<file path="config.mk">
export PLATFORM = sky130hd
export DESIGN_NAME = cmd_issue_queue
export DESIGN_NICKNAME = d
export VERILOG_FILES = /design/src/rtl/cmd_issue_queue.sv
export SDC_FILE = /design/constraint.sdc
export NUM_CORES = 1
export LEC_CHECK = 0
export ABC_AREA = 1
export ABC_CLOCK_PERIOD_IN_PS = 9500
export CAP_MARGIN = 5
export CELL_PAD_IN_SITES_DETAIL_PLACEMENT = 2
export CELL_PAD_IN_SITES_GLOBAL_PLACEMENT = 2
export CORE_MARGIN = 4
export CORE_UTILIZATION = 40
export CTS_CLUSTER_DIAMETER = 100
export CTS_CLUSTER_SIZE = 30
export DETAILED_ROUTE_END_ITERATION = 16
export GPL_TIMING_DRIVEN = 0
export HOLD_SLACK_MARGIN = 0.05
export PLACE_DENSITY_LB_ADDON = 0.1
export SYNTH_ARGS = -nofsm -noshare
export SYNTH_HDL_FRONTEND = slang
export SYNTH_SLANG_ARGS = --single-unit
</file>
<file path="constraint.sdc">
create_clock -name clk -period 9.5 [get_ports clk]
set_input_delay 0.95 -clock clk [delete_from_list [all_inputs] [get_ports clk]]
set_output_delay 0.95 -clock clk [all_outputs]
set_load 0.05 [all_outputs]
</file>
<file path="src/rtl/cmd_issue_queue.sv">
// rtl/cmd_issue_queue.sv - command FIFO feeding the op-code execution stage with NOP gap insertion
// Optional feature: define CMD_ISSUE_OPCHECK_EN to discard pushes whose op code is outside 1..4.
module cmd_issue_queue #(
  parameter int DEPTH  = 4,
  parameter int OP_W   = 8,
  parameter int ADDR_W = 8,
  parameter int DATA_W = 32
) (
  input  logic                       clk,
  input  logic                       rst_n,
  input  logic                       in_valid,
  output logic                       in_ready,
  input  logic [OP_W-1:0]            in_op_code,
  input  logic [ADDR_W-1:0]          in_address,
  input  logic [DATA_W-1:0]          in_data,
  input  logic                       stall,
  output logic                       out_valid,
  output logic [OP_W-1:0]            out_op_code,
  output logic [ADDR_W-1:0]          out_address,
  output logic [DATA_W-1:0]          out_data,
  output logic [$clog2(DEPTH):0]     level,
  output logic [15:0]                drop_cnt
);

  localparam int PW = $clog2(DEPTH);
  localparam int LW = PW + 1;

  localparam logic [1:0] S_IDLE  = 2'd0;
  localparam logic [1:0] S_ISSUE = 2'd1;
  localparam logic [1:0] S_GAP   = 2'd2;

  logic [OP_W-1:0]   op_mem   [DEPTH];
  logic [ADDR_W-1:0] addr_mem [DEPTH];
  logic [DATA_W-1:0] data_mem [DEPTH];

  logic [PW-1:0] wr_ptr, rd_ptr;
  logic [1:0]    state, nxt_state;
  logic          push_req, push, pop, empty, op_ok;
  logic [OP_W-1:0] head_op;

  assign in_ready = (level != LW'(DEPTH));
  assign push_req = in_valid && in_ready;
  assign empty    = (level == '0);
  assign head_op  = op_mem[rd_ptr];

`ifdef CMD_ISSUE_OPCHECK_EN
  assign op_ok = (in_op_code != '0) && (in_op_code <= OP_W'(4));
`else
  assign op_ok = 1'b1;
`endif
  // Rejected op codes still complete the handshake; they just never land in the FIFO.
  assign push = push_req && op_ok;

  always_comb begin
    pop       = 1'b0;
    nxt_state = state;
    if (!stall) begin
      case (state)
        S_IDLE: begin
          if (!empty) begin
            pop       = 1'b1;
            nxt_state = S_ISSUE;
          end
        end
        S_ISSUE: begin
          if (empty) begin
            nxt_state = S_IDLE;
          end else if (!out_valid || head_op != out_op_code) begin
            pop = 1'b1;
          end else begin
            nxt_state = S_GAP;
          end
        end
        S_GAP: begin
          if (!empty) begin
            pop       = 1'b1;
            nxt_state = S_ISSUE;
          end else begin
            nxt_state = S_IDLE;
          end
        end
        default: nxt_state = S_IDLE;
      endcase
    end
  end

  always_ff @(posedge clk) begin
    if (push) begin
      op_mem[wr_ptr]   <= in_op_code;
      addr_mem[wr_ptr] <= in_address;
      data_mem[wr_ptr] <= in_data;
    end
  end

  always_ff @(posedge clk or negedge rst_n) begin
    if (!rst_n) begin
      wr_ptr      <= '0;
      rd_ptr      <= '0;
      level       <= '0;
      state       <= S_IDLE;
      out_valid   <= 1'b0;
      out_op_code <= '0;
      out_address <= '0;
      out_data    <= '0;
    end else begin
      state <= nxt_state;
      if (push) wr_ptr <= wr_ptr + PW'(1);
      if (pop)  rd_ptr <= rd_ptr + PW'(1);
      case ({push, pop})
        2'b10:   level <= level + LW'(1);
        2'b01:   level <= level - LW'(1);
        default: level <= level;
      endcase
      // NOP keeps address/data so the execution stage sees only the op_code drop to 0.
      if (!stall) begin
        if (pop) begin
          out_valid   <= 1'b1;
          out_op_code <= head_op;
          out_address <= addr_mem[rd_ptr];
          out_data    <= data_mem[rd_ptr];
        end else begin
          out_valid   <= 1'b0;
          out_op_code <= '0;
        end
      end
    end
  end

`ifdef CMD_ISSUE_OPCHECK_EN
  always_ff @(posedge clk or negedge rst_n) begin
    if (!rst_n) begin
      drop_cnt <= '0;
    end else if (push_req && !op_ok && drop_cnt != 16'hFFFF) begin
      drop_cnt <= drop_cnt + 16'd1;
    end
  end
`else
  assign drop_cnt = '0;
`endif

endmodule

</file>
==> results_tabular.tex <==
\begin{tabular}{lr}
\hline
Metric & Value \\
\hline
\multicolumn{2}{l}{\textbf{Global routing}} \\
\quad Number of global-route vias before repair & 7,697 \\
\quad Global-route wire length before repair & 44,110 microns \\
\quad Global route total overflow & 0 \\
\quad Number of antenna violations at the first check in global routing & 1 \\
\quad Global router's overall resource usage & 21.19\% \\
\quad Maximum number of pins on one net before global-route repair & 59 \\
\multicolumn{2}{l}{\textbf{STA}} \\
\quad Slew Limit Headroom & 34.72\% \\
\quad Fraction of the cycle the final worst path needs & 33.94\% \\
\quad Number of max-slew violations in the final report & 0 \\
\quad Final hold slack & 488.0 ps \\
\quad Maximum clock skew at final layout & 22.16 ps \\
\quad FMAX & 310.2 MHz \\
\quad Slew at the pin with the worst max-slew slack & 976.8 ps \\
\quad Crit path time final & 3224 ps \\
\quad Final sum of negative setup slack & 0 ps \\
\quad Number of failing setup endpoints in the final timing report & 0 \\
\quad RSZ-0062 raised after global routing & false \\
\quad Post-route worst setup slack & 6276 ps \\
\quad Count of final hold-check violations & 0 \\
\multicolumn{2}{l}{\textbf{Worst setup path}} \\
\quad Crit path kind & register to register \\
\quad CP Launch Type & register \\
\quad Minimum setup slack among reg-to-reg paths & 6280 ps \\
\quad Worst Reg-to-Reg Cells & 20 \\
\quad Critical path arrival & 3600 ps \\
\quad Critical path data required time & 9880 ps \\
\quad Worst R2R End & level[2] \\
\quad Source of the worst register-to-register timing path & rd\_ptr[0] \\
\quad Crit Path Max Fanout & 10 \\
\quad Kind of end point of the critical path & register \\
\multicolumn{2}{l}{\textbf{Drt}} \\
\quad Total DRC errors in the routed layout & 0 \\
\quad Count of nets left with antenna violations after detail routing & 0 \\
\quad Length of the first detailed-routing pass in iterations & 5 \\
\quad Routed wire length & 28,690 microns \\
\quad Number of design-rule violations left by the first detailed-router iteration & 482 \\
\quad Routed WL per cell & 22.63 microns \\
\quad Via-per-instance ratio & 5.276 \\
\quad Total number of vias & 6,690 \\
\multicolumn{2}{l}{\textbf{Clock network}} \\
\quad Post-CTS setup buffers & 0 \\
\quad Number of buffers inserted during clock tree synthesis & 12 \\
\quad Root buffer cell & sky130\_fd\_sc\_hd\_\_clkbuf\_16 \\
\quad Depth of the CTS H-tree & 1 \\
\quad Clk sink count & 250 \\
\quad Clock transition at path regs & 110 ps \\
\quad CTS max path bufs & 3 \\
\quad Gates resized, CTS repair & 0 \\
\quad Clock Latency Late Sink & 490 ps \\
\quad TritonCTS clock tree & yes \\
\quad Cts-stage hold buffer count & 0 \\
\multicolumn{2}{l}{\textbf{Place}} \\
\quad RD Place Congestion & 0.7779 \\
\quad Dpl hpwl & 19,620 microns \\
\quad Placement Setup Slack & 5959 ps \\
\quad Input/output buffers & 103 \\
\multicolumn{2}{l}{\textbf{Layout}} \\
\quad Share of layout cells above drive strength 1 & 6.780\% \\
\quad Layout Nets & 996 \\
\quad Count of inserted antenna diode cells & 0 \\
\quad Area delta synth->final & 20.71\% \\
\quad Final Core Density & 48.99\% \\
\quad Total of fill cells in the finished design & 2,436 \\
\multicolumn{2}{l}{\textbf{Logic synthesis}} \\
\quad Sequential area share after synthesis & 73.34\% \\
\quad Post-Synthesis Cell Area & 9841 sq um \\
\quad Total number of yosys warnings & 0 \\
\quad Top-area cell type share of the netlist area & 58.59\% \\
\quad Number of synthesized flops with an enable pin & 192 \\
\quad Library cells used by synthesis & 28 \\
\quad Total of flip-flops plus latches after synthesis & 250 \\
\quad Post-synth ARST share & 23.20\% \\
\quad Top cell type by total area after synthesis & sky130\_fd\_sc\_hd\_\_edfxtp\_1 \\
\quad Cell types with the highest counts after synthesis & 192 x sky130\_fd\_sc\_hd\_\_edfxtp\_1, 160 x sky130\_fd\_sc\_hd\_\_nand2\_1, 89 x sky130\_fd\_sc\_hd\_\_nor2\_1, 84 x sky130\_fd\_sc\_hd\_\_o21ai\_0, 64 x sky130\_fd\_sc\_hd\_\_nand3\_1 \\
\quad Predominant post-synthesis flop cell & sky130\_fd\_sc\_hd\_\_edfxtp\_1 \\
\quad Number of instances in the synthesized netlist & 800 \\
\quad Average size of a mapped cell & 12.30 sq um \\
\quad Ranking of synthesized cells by area & sky130\_fd\_sc\_hd\_\_edfxtp\_1 59\%, sky130\_fd\_sc\_hd\_\_dfrtp\_1 15\%, sky130\_fd\_sc\_hd\_\_nand2\_1 6.1\% \\
\quad Most common cell in the synthesized netlist & sky130\_fd\_sc\_hd\_\_edfxtp\_1 \\
\multicolumn{2}{l}{\textbf{Floorplanning}} \\
\quad Number of cell rows & 57 \\
\quad DIE HEIGHT & 164.9 microns \\
\quad Width of the chip & 164.9 microns \\
\quad Effective utilization at floorplan & 40.58\% \\
\quad Placeable core area & 24,250 sq um \\
\quad I/O pin count & 121 \\
\quad Total die area & 27,180 sq um \\
\multicolumn{2}{l}{\textbf{Pwr}} \\
\quad Worst supply voltage drop on vdd & 0.1570 mV \\
\quad Leakage power total & 4.476 nW \\
\quad Power density normalized to cell area & 345.3 nW/um\^{}2 \\
\quad Post-layout power & 4.102 mW \\
\multicolumn{2}{l}{\textbf{Flow run}} \\
\quad Total of max-cap violations & 0 \\
\multicolumn{2}{l}{\textbf{Worst hold path}} \\
\quad Hold EP & out\_data[7] \\
\quad Number of stages on the worst hold path & 2 \\
\quad Worst hold start & out\_data[7] \\
\quad Type of the most critical hold path & register to register \\
\multicolumn{2}{l}{\textbf{Run status}} \\
\quad Status & finished, final reports clean \\
\hline
\end{tabular}
power breakdown:
group | leakage [nW] | switching (mW) | total, mW | internal (mW)
combinational | 1.81 | 1.31 | 1.87 | 0.562
sequential | 2.47 | 0.123 | 1.60 | 1.48
clock | 0.188 | 0.341 | 0.628 | 0.287
worst max-delay path: stages, from the launching register on:
cell,delay [ps]
sky130_fd_sc_hd__dfrtp_1,380
sky130_fd_sc_hd__buf_4,180
sky130_fd_sc_hd__inv_4,110
sky130_fd_sc_hd__buf_4,200
sky130_fd_sc_hd__nand2_1,70
sky130_fd_sc_hd__nand3_1,80
sky130_fd_sc_hd__nand2_1,110
sky130_fd_sc_hd__xnor2_1,170
sky130_fd_sc_hd__nor2_1,60
sky130_fd_sc_hd__nand3_1,130
sky130_fd_sc_hd__nand2_2,90
sky130_fd_sc_hd__nand2_4,130
sky130_fd_sc_hd__nand2_4,140
sky130_fd_sc_hd__buf_6,190
sky130_fd_sc_hd__inv_1,60
sky130_fd_sc_hd__ha_1,130
sky130_fd_sc_hd__inv_1,70
sky130_fd_sc_hd__fa_1,380
sky130_fd_sc_hd__a21oi_1,160
sky130_fd_sc_hd__o21ai_0,120
sky130_fd_sc_hd__xnor2_1,140
registers in the layout, summed over array words and instances, names as in the netlist:
name / count
data_mem: 128
addr_mem: 32
op_mem: 32
out_data: 32
out_address: 8
out_op_code: 8
level: 3
rd_ptr: 2
state: 2
wr_ptr: 2
out_valid: 1
worst max path at each step:
stage,cells after the start,slack [ps],end,start
after floorplan,4,5410,addr_mem[0][0],level[0]
after global placement,3,3350,data_mem[1][0],in_valid
after detailed placement,9,5960,level[1],stall
after CTS,20,6250,level[2],rd_ptr[0]
after global routing,18,5920,level[1],rd_ptr[1]
final,20,6280,level[2],rd_ptr[0]
metrics by stage:
step / area, sq um / cells
CTS: 11880 / 1268
global placement: 11330 / 1242
finish: 11880 / 1268
global route: 11880 / 1268
floorplan: 9897 / 815
detailed placement: 11490 / 1248
layout make-up:
type	instances	area, sq um	area share [%]
clock inverters	3	50.05	0.4213
plain buffers	62	351.6	2.960
multi-input cells	483	2281	19.20
repair buffers	109	1156	9.732
inverters	20	77.57	0.6530
clock buffers	17	340.3	2.865
well taps	324	405.4	3.413
flip-flops and latches	250	7217	60.75
kinds of logic (layout without fill, tap and decap cells):
family | count (synthesis) | count (layout) | share of synthesized area (%)
AOI/OAI and AO/OA | 127 | 127 | 6.968
DFF | 250 | 250 | 73.34
and+or+nand+nor | 328 | 328 | 13.92
xor gates and xnor gates | 6 | 6 | 0.5340
buffers and inverters | 82 | 211 | 4.361
other | 1 | 16 | 0.03811
adders and majority gates | 6 | 6 | 0.8392
cells in the final DEF (no fill, tap or decap):
cell type                         Yosys  layout
sky130_fd_sc_hd__nor2_4               0       4
sky130_fd_sc_hd__a21oi_1              2       2
sky130_fd_sc_hd__nand3b_1            10      10
sky130_fd_sc_hd__inv_2                1       1
sky130_fd_sc_hd__nand2_1            160     160
sky130_fd_sc_hd__xnor2_1              4       4
sky130_fd_sc_hd__buf_1                1       1
sky130_fd_sc_hd__buf_6                5       5
sky130_fd_sc_hd__conb_1               1      16
sky130_fd_sc_hd__nand2_4              2       2
sky130_fd_sc_hd__o21ai_1              1       1
sky130_fd_sc_hd__nor3_1               1       1
sky130_fd_sc_hd__xor2_1               2       2
sky130_fd_sc_hd__clkinv_1             2       3
sky130_fd_sc_hd__inv_4                1       1
sky130_fd_sc_hd__buf_12               0       5
sky130_fd_sc_hd__buf_4               19      20
sky130_fd_sc_hd__or2_2                1       1
sky130_fd_sc_hd__dfrtp_1             58      58
sky130_fd_sc_hd__clkbuf_1            29      33
sky130_fd_sc_hd__inv_1               16      16
sky130_fd_sc_hd__edfxtp_1           192     192
sky130_fd_sc_hd__ha_1                 5       5
sky130_fd_sc_hd__buf_16               0       1
sky130_fd_sc_hd__buf_2                8       8
sky130_fd_sc_hd__o22ai_1             40      40
sky130_fd_sc_hd__clkbuf_16            0      13
sky130_fd_sc_hd__nor2_1              89      85
sky130_fd_sc_hd__clkdlybuf4s50_1      0     102
sky130_fd_sc_hd__nand2_2              1       1
sky130_fd_sc_hd__fa_1                 1       1
sky130_fd_sc_hd__bufinv_16            0       1
sky130_fd_sc_hd__nand3_1             64      64
sky130_fd_sc_hd__o21ai_0             84      84
sky130_fd_sc_hd__inv_12               0       1
per-layer routing:
layer  wire [microns]  GRT usage (%)  part of all wire, %
met5               20              0                0.070
met1            11850          25.73                   41
met3              857          2.246                  3.0
met2            15560          40.57                   54
met4              405          4.423                  1.4
Note: power is estimated with default switching activity, not from simulation.
==> patch 1 (same flow settings) <==
`ADDR_W`: 8 -> 7.
--- a/src/rtl/cmd_issue_queue.sv
+++ b/src/rtl/cmd_issue_queue.sv
@@ -3,7 +3,7 @@
 module cmd_issue_queue #(
   parameter int DEPTH  = 4,
   parameter int OP_W   = 8,
-  parameter int ADDR_W = 8,
+  parameter int ADDR_W = 7,
   parameter int DATA_W = 32
 ) (
   input  logic                       clk,
Interface: changed (resized in_address and out_address); port bits go from 121 to 119. The function was not compared with the original's and may differ.
==> patch 1 against the original RTL <==
- cell area is 2.2% lower
- count of clock-buffer cells in the layout unchanged
- synthesized area down 1.9%
- worst setup slack worse by 210 ps
- power fell by 2.1%
- largest cell class unchanged
- wire length shrank 0.86%
- sequential cell count shrank 5
- clock skew rose by 0.90 ps
- core utilization increased by 0.22 points
==> patch 1: results (changes against the original RTL) <==
metric,value,unit,change
status,"finished, final reports clean",,
cts_buffers,12,,unchanged
grt_pass1_wl,44.4,mm,+0.71%
ys_seq_area_share,73.3,%,about the same
layout-drive-gt1-share,6.43,%,-0.35 points
clock_path_buffers,3,,unchanged
synth_common_cells,"edfxtp_1 (188), nand2_1 (162), nor2_1 (87), o21ai_0 (81), nand3_1 (65)",,
synthTopCellsByArea,"edfxtp_1 (59%), dfrtp_1 (15%), nand2_1 (6.3%)",,
diodes,0,,unchanged
fill_cells,2375,,-2.5%
cellLeakagePower,4.40,nW,-1.7%
cts_resized,0,,unchanged
antenna_found_initial,1,,unchanged
htreeDepth,1,,unchanged
drtIter0Drc,402,,-17%
ys.flop_type,edfxtp_1,,
detail_route.wl_per_cell,22.7,um,+0.41%
clkSlewWorstSetupHoldPaths,120,ps,
io_buffers,102,,-0.97%
vias,6630,,-0.90%
clock_skew,23.1,ps,+0.897 ps
cp_max_fo,10,,unchanged
drt_pass1_iterations,4,,-1
synth_cell_types,26,,-7.1%
track_usage,21.6,%,+0.42 points
drt_wl_total,28.4,mm,-0.86%
internal-power,2.25,mW,-3.1%
max_cap_viol_count,0,,unchanged
synthArstFlopShare,23.3,%,+0.065 points
root_buffer,clkbuf_16,,
worstSkewPairLatency,500,ps,
dp.cells,1233,,-1.2%
ir_drop,0.156,mV,-0.43%
dp_hpwl,19.2,mm,-2.1%
grt_start_max_net_pins,58,,-1.7%
antenna_left,0,,unchanged
yosysWarningCount,0,,unchanged
grt_pass1_vias,7616,,-1.1%
place.gp.congestion,0.739,,-5.1%
fin_nets,985,,-1.1%
hp-class,flip-flop to flip-flop,,
synth_edf_count,188,,-2.1%
top_regs,"data_mem: 128 flops, op_mem: 32 flops, out_data: 32 flops",,
cp.arrival,3820,ps,+220 ps
cts_setup_buffers,0,,unchanged
netlist_instances,792,,-1.0%
worst_slew_pin_slew,984,ps,+7.35 ps
-- patch 1: cell types whose count changed in the layout (fill, tap and decap cells not counted), moves of 3 or more --
cell / before / now
edfxtp_1: 192 / 188
inv_1: 16 / 22
nand3b_1: 10 / 7
o21ai_0: 84 / 81
-- patch 1: final cells by class --
| cell class | instances | area share [%] |
|---|---|---|
| Tap cell | 319 | 3.44 |
| Timing Repair Buffer | 107 | 9.63 |
| Sequential cell | 245 | 60.9 |
| Buffer | 61 | 2.92 |
| Multi-Input combinational cell | 477 | 19.2 |
| Clock buffer | 17 | 2.93 |
| Inverter | 24 | 0.775 |
| Clock inverter | 2 | 0.215 |
-- patch 1: stage by stage --
| step | instance area [sq um] | total power, mW | hold slack (ps) | worst slack, ps | utilization [%] |
|---|---|---|---|---|---|
| 6_report | 11600 | 4.02 | 486 | 6070 | 49.2 |
| 3_5_place_dp | 11300 | 3.45 | 463 | 6030 | 47.7 |
| 3_3_place_gp | 11100 | 3.31 | 455 | 3570 | 47.1 |
| 5_1_grt | 11600 | 4.26 | 519 | 5730 | 49.2 |
| 2_1_floorplan | 9710 | 2.72 | 447 | 5450 | - |
| 4_1_cts | 11600 | 4.07 | 491 | 6020 | 49.2 |
-- patch 1: power groups by stage --
stage	Combinational (mW)	Sequential (mW)	Clock [mW]
2_1_floorplan	0.782	1.93	0
3_3_place_gp	1.71	1.60	0
3_5_place_dp	1.85	1.60	0
4_1_cts	1.86	1.58	0.620
5_1_grt	1.99	1.61	0.665
6_report	1.83	1.58	0.606
-- patch 1: metal layers --
metal,wire [um],track usage (%)
met2,15600,41.4
met3,969,2.45
met4,299,3.89
met5,20,0
met1,11500,26.4
-- patch 1: kinds of logic (layout without fill, tap and decap cells) --
logic type	Yosys count	after routing	synth area share [%]
buffers and inverters	85	211	4.45
XOR/XNOR	5	5	0.454
other	1	16	0.0389
adder cells (fa/ha/maj)	6	6	0.856
AO/OA/AOI/OAI	124	124	6.99
AND/OR/NAND/NOR	326	326	13.9
flip-flops	245	245	73.3
-- patch 1: worst paths after layout --
check	from	end	slack, ps	cells past startpoint
setup / recovery	rd_ptr[1]	level[2]	6070	18
hold reg to reg	out_data[5]	out_data[5]	490	2
max in group asynchronous	rst_n	out_address[6]	8390	1
min in group asynchronous	rst_n	out_op_code[4]	560	1
hold / removal	out_data[5]	out_data[5]	490	2
setup reg to reg	rd_ptr[1]	level[2]	6070	18
-- patch 1: critical path, stage by stage (launching register included) --
cell and delay, ps:
dfrtp_1 480, inv_1 120, buf_2 280, nand3_1 120, nand2_1 130, xnor2_1 140, nor2_1 70, nand3_1 110
nand2_1 110, nand2_2 180, nand2_2 200, buf_4 250, inv_1 70, ha_1 130, inv_1 80, fa_1 400
a21oi_1 170, o21ai_0 130, xnor2_1 150
==> patch 2 (config.mk and constraints unchanged) <==
Made on the original files. Register the output `level` once more; this adds one clock of latency there. The other outputs are not delayed to match.
--- a/src/rtl/cmd_issue_queue.sv
+++ b/src/rtl/cmd_issue_queue.sv
@@ -29,6 +29,8 @@
   localparam logic [1:0] S_ISSUE = 2'd1;
   localparam logic [1:0] S_GAP   = 2'd2;
 
+  logic [$clog2(DEPTH):0] level_s0;
+
   logic [OP_W-1:0]   op_mem   [DEPTH];
   logic [ADDR_W-1:0] addr_mem [DEPTH];
   logic [DATA_W-1:0] data_mem [DEPTH];
@@ -38,9 +40,9 @@
   logic          push_req, push, pop, empty, op_ok;
   logic [OP_W-1:0] head_op;
 
-  assign in_ready = (level != LW'(DEPTH));
+  assign in_ready = (level_s0 != LW'(DEPTH));
   assign push_req = in_valid && in_ready;
-  assign empty    = (level == '0);
+  assign empty    = (level_s0 == '0);
   assign head_op  = op_mem[rd_ptr];
 
 `ifdef CMD_ISSUE_OPCHECK_EN
@@ -96,7 +98,7 @@
     if (!rst_n) begin
       wr_ptr      <= '0;
       rd_ptr      <= '0;
-      level       <= '0;
+      level_s0    <= '0;
       state       <= S_IDLE;
       out_valid   <= 1'b0;
       out_op_code <= '0;
@@ -107,9 +109,9 @@
       if (push) wr_ptr <= wr_ptr + PW'(1);
       if (pop)  rd_ptr <= rd_ptr + PW'(1);
       case ({push, pop})
-        2'b10:   level <= level + LW'(1);
-        2'b01:   level <= level - LW'(1);
-        default: level <= level;
+        2'b10:   level_s0 <= level_s0 + LW'(1);
+        2'b01:   level_s0 <= level_s0 - LW'(1);
+        default: level_s0 <= level_s0;
       endcase
       // NOP keeps address/data so the execution stage sees only the op_code drop to 0.
       if (!stall) begin
@@ -138,5 +140,9 @@
   assign drop_cnt = '0;
 `endif
 
+  always_ff @(posedge clk) begin
+    level <= level_s0;
+  end
+
 endmodule
 
Formal check against the unedited RTL: not equivalent (a bounded check fails within 4 cycles, from zero or initial values and one cycle with rst_n low).
==> patch 2 against the original RTL <==
- synthesized area is 0.61% higher
- sequential cell count is 3 higher
- cell area is 0.29% higher
- worst setup slack worse by 37 ps
- sequential share of layout area is 0.33 points higher
- wire length is 0.16% lower
- power is 0.15% higher
- largest cell class unchanged
- largest power group unchanged
==> patch 2: results (changes against the original RTL) <==
metric,value,unit,change
status,"finished, final reports clean",,
clock_skew,11.8,ps,-10.3 ps
fill_cells,2424,,-0.49%
htreeDepth,1,,unchanged
cellLeakagePower,4.49,nW,+0.33%
synth_cell_types,29,,+3.6%
synth_common_cells,"edfxtp_1 (192), nand2_1 (160), nor2_1 (89), o21ai_0 (84), nand3_1 (64)",,
worst_slew_pin_slew,900,ps,-76.4 ps
cp.arrival,3640,ps,+40 ps
wl_met1,12.0,mm,+0.93%
synthXorXnorAreaFrac,0.531,%,-0.0032 points
place.gp.congestion,0.748,,-3.8%
layout-drive-gt1-share,6.86,%,+0.084 points
io_buffers,103,,unchanged
slowest_delay,500,ps,+120 ps
synth_edf_count,192,,unchanged
grt_pass1_vias,7629,,-0.88%
max_cap_viol_count,0,,unchanged
cts_buffers,12,,unchanged
synth_fa_ha_area_share,0.834,%,-0.0051 points
met2_length,15.1,mm,-2.8%
cp_top_family,simple AND/OR/NAND/NOR gates,,
largest-register,data_mem,,
grt_start_max_net_pins,59,,unchanged
synth_compound_area_share,6.93,%,-0.042 points
via_per_inst,5.26,,-0.28%
slowest_stage,dfrtp_1,,
synthArstFlopShare,22.9,%,-0.28 points
antenna_found_initial,0,,-1
synthMuxAreaShare,0,%,unchanged
fin_nets,999,,+0.30%
drtIter0Drc,341,,-29%
cts_setup_buffers,0,,unchanged
dp_hpwl,19.3,mm,-1.8%
ys.flop_type,edfxtp_1,,
drt_pass1_iterations,5,,unchanged
clkSlewWorstSetupHoldPaths,110,ps,about the same
synthTopCellsByArea,"edfxtp_1 (58%), dfrtp_1 (15%), nand2_1 (6.1%)",,
grt_pass1_wl,43.9,mm,-0.55%
ir_drop,0.192,mV,+22%
ys_seq_area_share,73.5,%,+0.16 points
top_layer,met4,,
drt_wl_total,28.6,mm,-0.16%
track_usage,21.0,%,-0.17 points
worstSkewPairLatency,490,ps,about the same
yosysWarningCount,0,,unchanged
root_buffer,clkbuf_16,,
wl_met3,1.20,mm,+40%
clock_path_buffers,3,,unchanged
==> patch 2: cell count changes after synthesis <==
| cell | before | now |
|---|---|---|
| clkbuf_1 | 29 | 28 |
| dfxtp_1 | 0 | 3 |
| buf_1 | 1 | 2 |
==> patch 2: area by class of cell <==
type                       count  area, sq um  share of cell area [%]
sequential                   253         7280                    61.1
clock buffer                  17          340                    2.86
tap                          324          405                    3.40
multi-input combinational    483         2280                    19.1
buffer                        62          352                    2.95
antenna                        1         2.50                  0.0210
clock inverter                 3         22.5                   0.189
inverter                      20         77.6                   0.651
timing repair buffer         109         1160                    9.70
==> patch 2: metal layers <==
metal / up-vias / track usage [%]
met2: 155 / 38.9
met5: - / 0
li1: 3045 / -
met4: 0 / 4.31
met1: 3463 / 26.7
met3: 29 / 2.36
==> patch 2: worst reg2reg max path, stage by stage, from the launching register on <==
cell and delay, ps:
dfrtp_1 500, inv_2 120, buf_2 300, nand3_1 190
nand2_1 130, nand2_1 60, o21ai_1 70, nor2_1 70
nand3_1 110, nand2_2 90, nand2_4 130, nand2_4 130
buf_6 180, inv_1 60, ha_1 140, inv_1 80
fa_1 390, a21oi_1 170, o21ai_0 120, xnor2_1 140
==> patch 2: power by group <==
part	total, mW	internal [mW]	switching (mW)
Clock	0.607	0.259	0.348
Combinational	1.88	0.562	1.31
Sequential	1.63	1.50	0.128
==> patch 2: path summary, 6_finish.rpt <==
kind / start / to / slack, ps / depth (start not counted)
max: rd_ptr[1] / level_s0[2] / 6240 / 19
min: level_s0[1] / level[1] / 440 / 0
max reg2reg: rd_ptr[1] / level_s0[2] / 6240 / 19
min reg2reg: level_s0[1] / level[1] / 440 / 0
max in group asynchronous: rst_n / out_data[12] / 8390 / 1
min in group asynchronous: rst_n / out_op_code[5] / 560 / 1
==> patch 2: through the flow <==
step	total power, mW	hold WS (ps)	instances	area (sq um)	worst slack [ps]
after floorplan	2.79	389	818	9960	5800
after global placement	3.40	410	1245	11400	3360
after detailed placement	3.54	417	1251	11500	6220
after CTS	4.16	447	1271	11900	6180
after global routing	4.36	455	1271	11900	5950
final	4.11	440	1272	11900	6240
==> patch 2: cell families (layout without fill, tap and decap cells) <==
logic type | count (synthesis) | in the layout
and+or+nand+nor | 328 | 328
DFF | 253 | 253
AOI/OAI and AO/OA | 127 | 127
buffers and inverters | 82 | 211
adders and majority gates | 6 | 6
xor gates and xnor gates | 6 | 6
other | 1 | 17
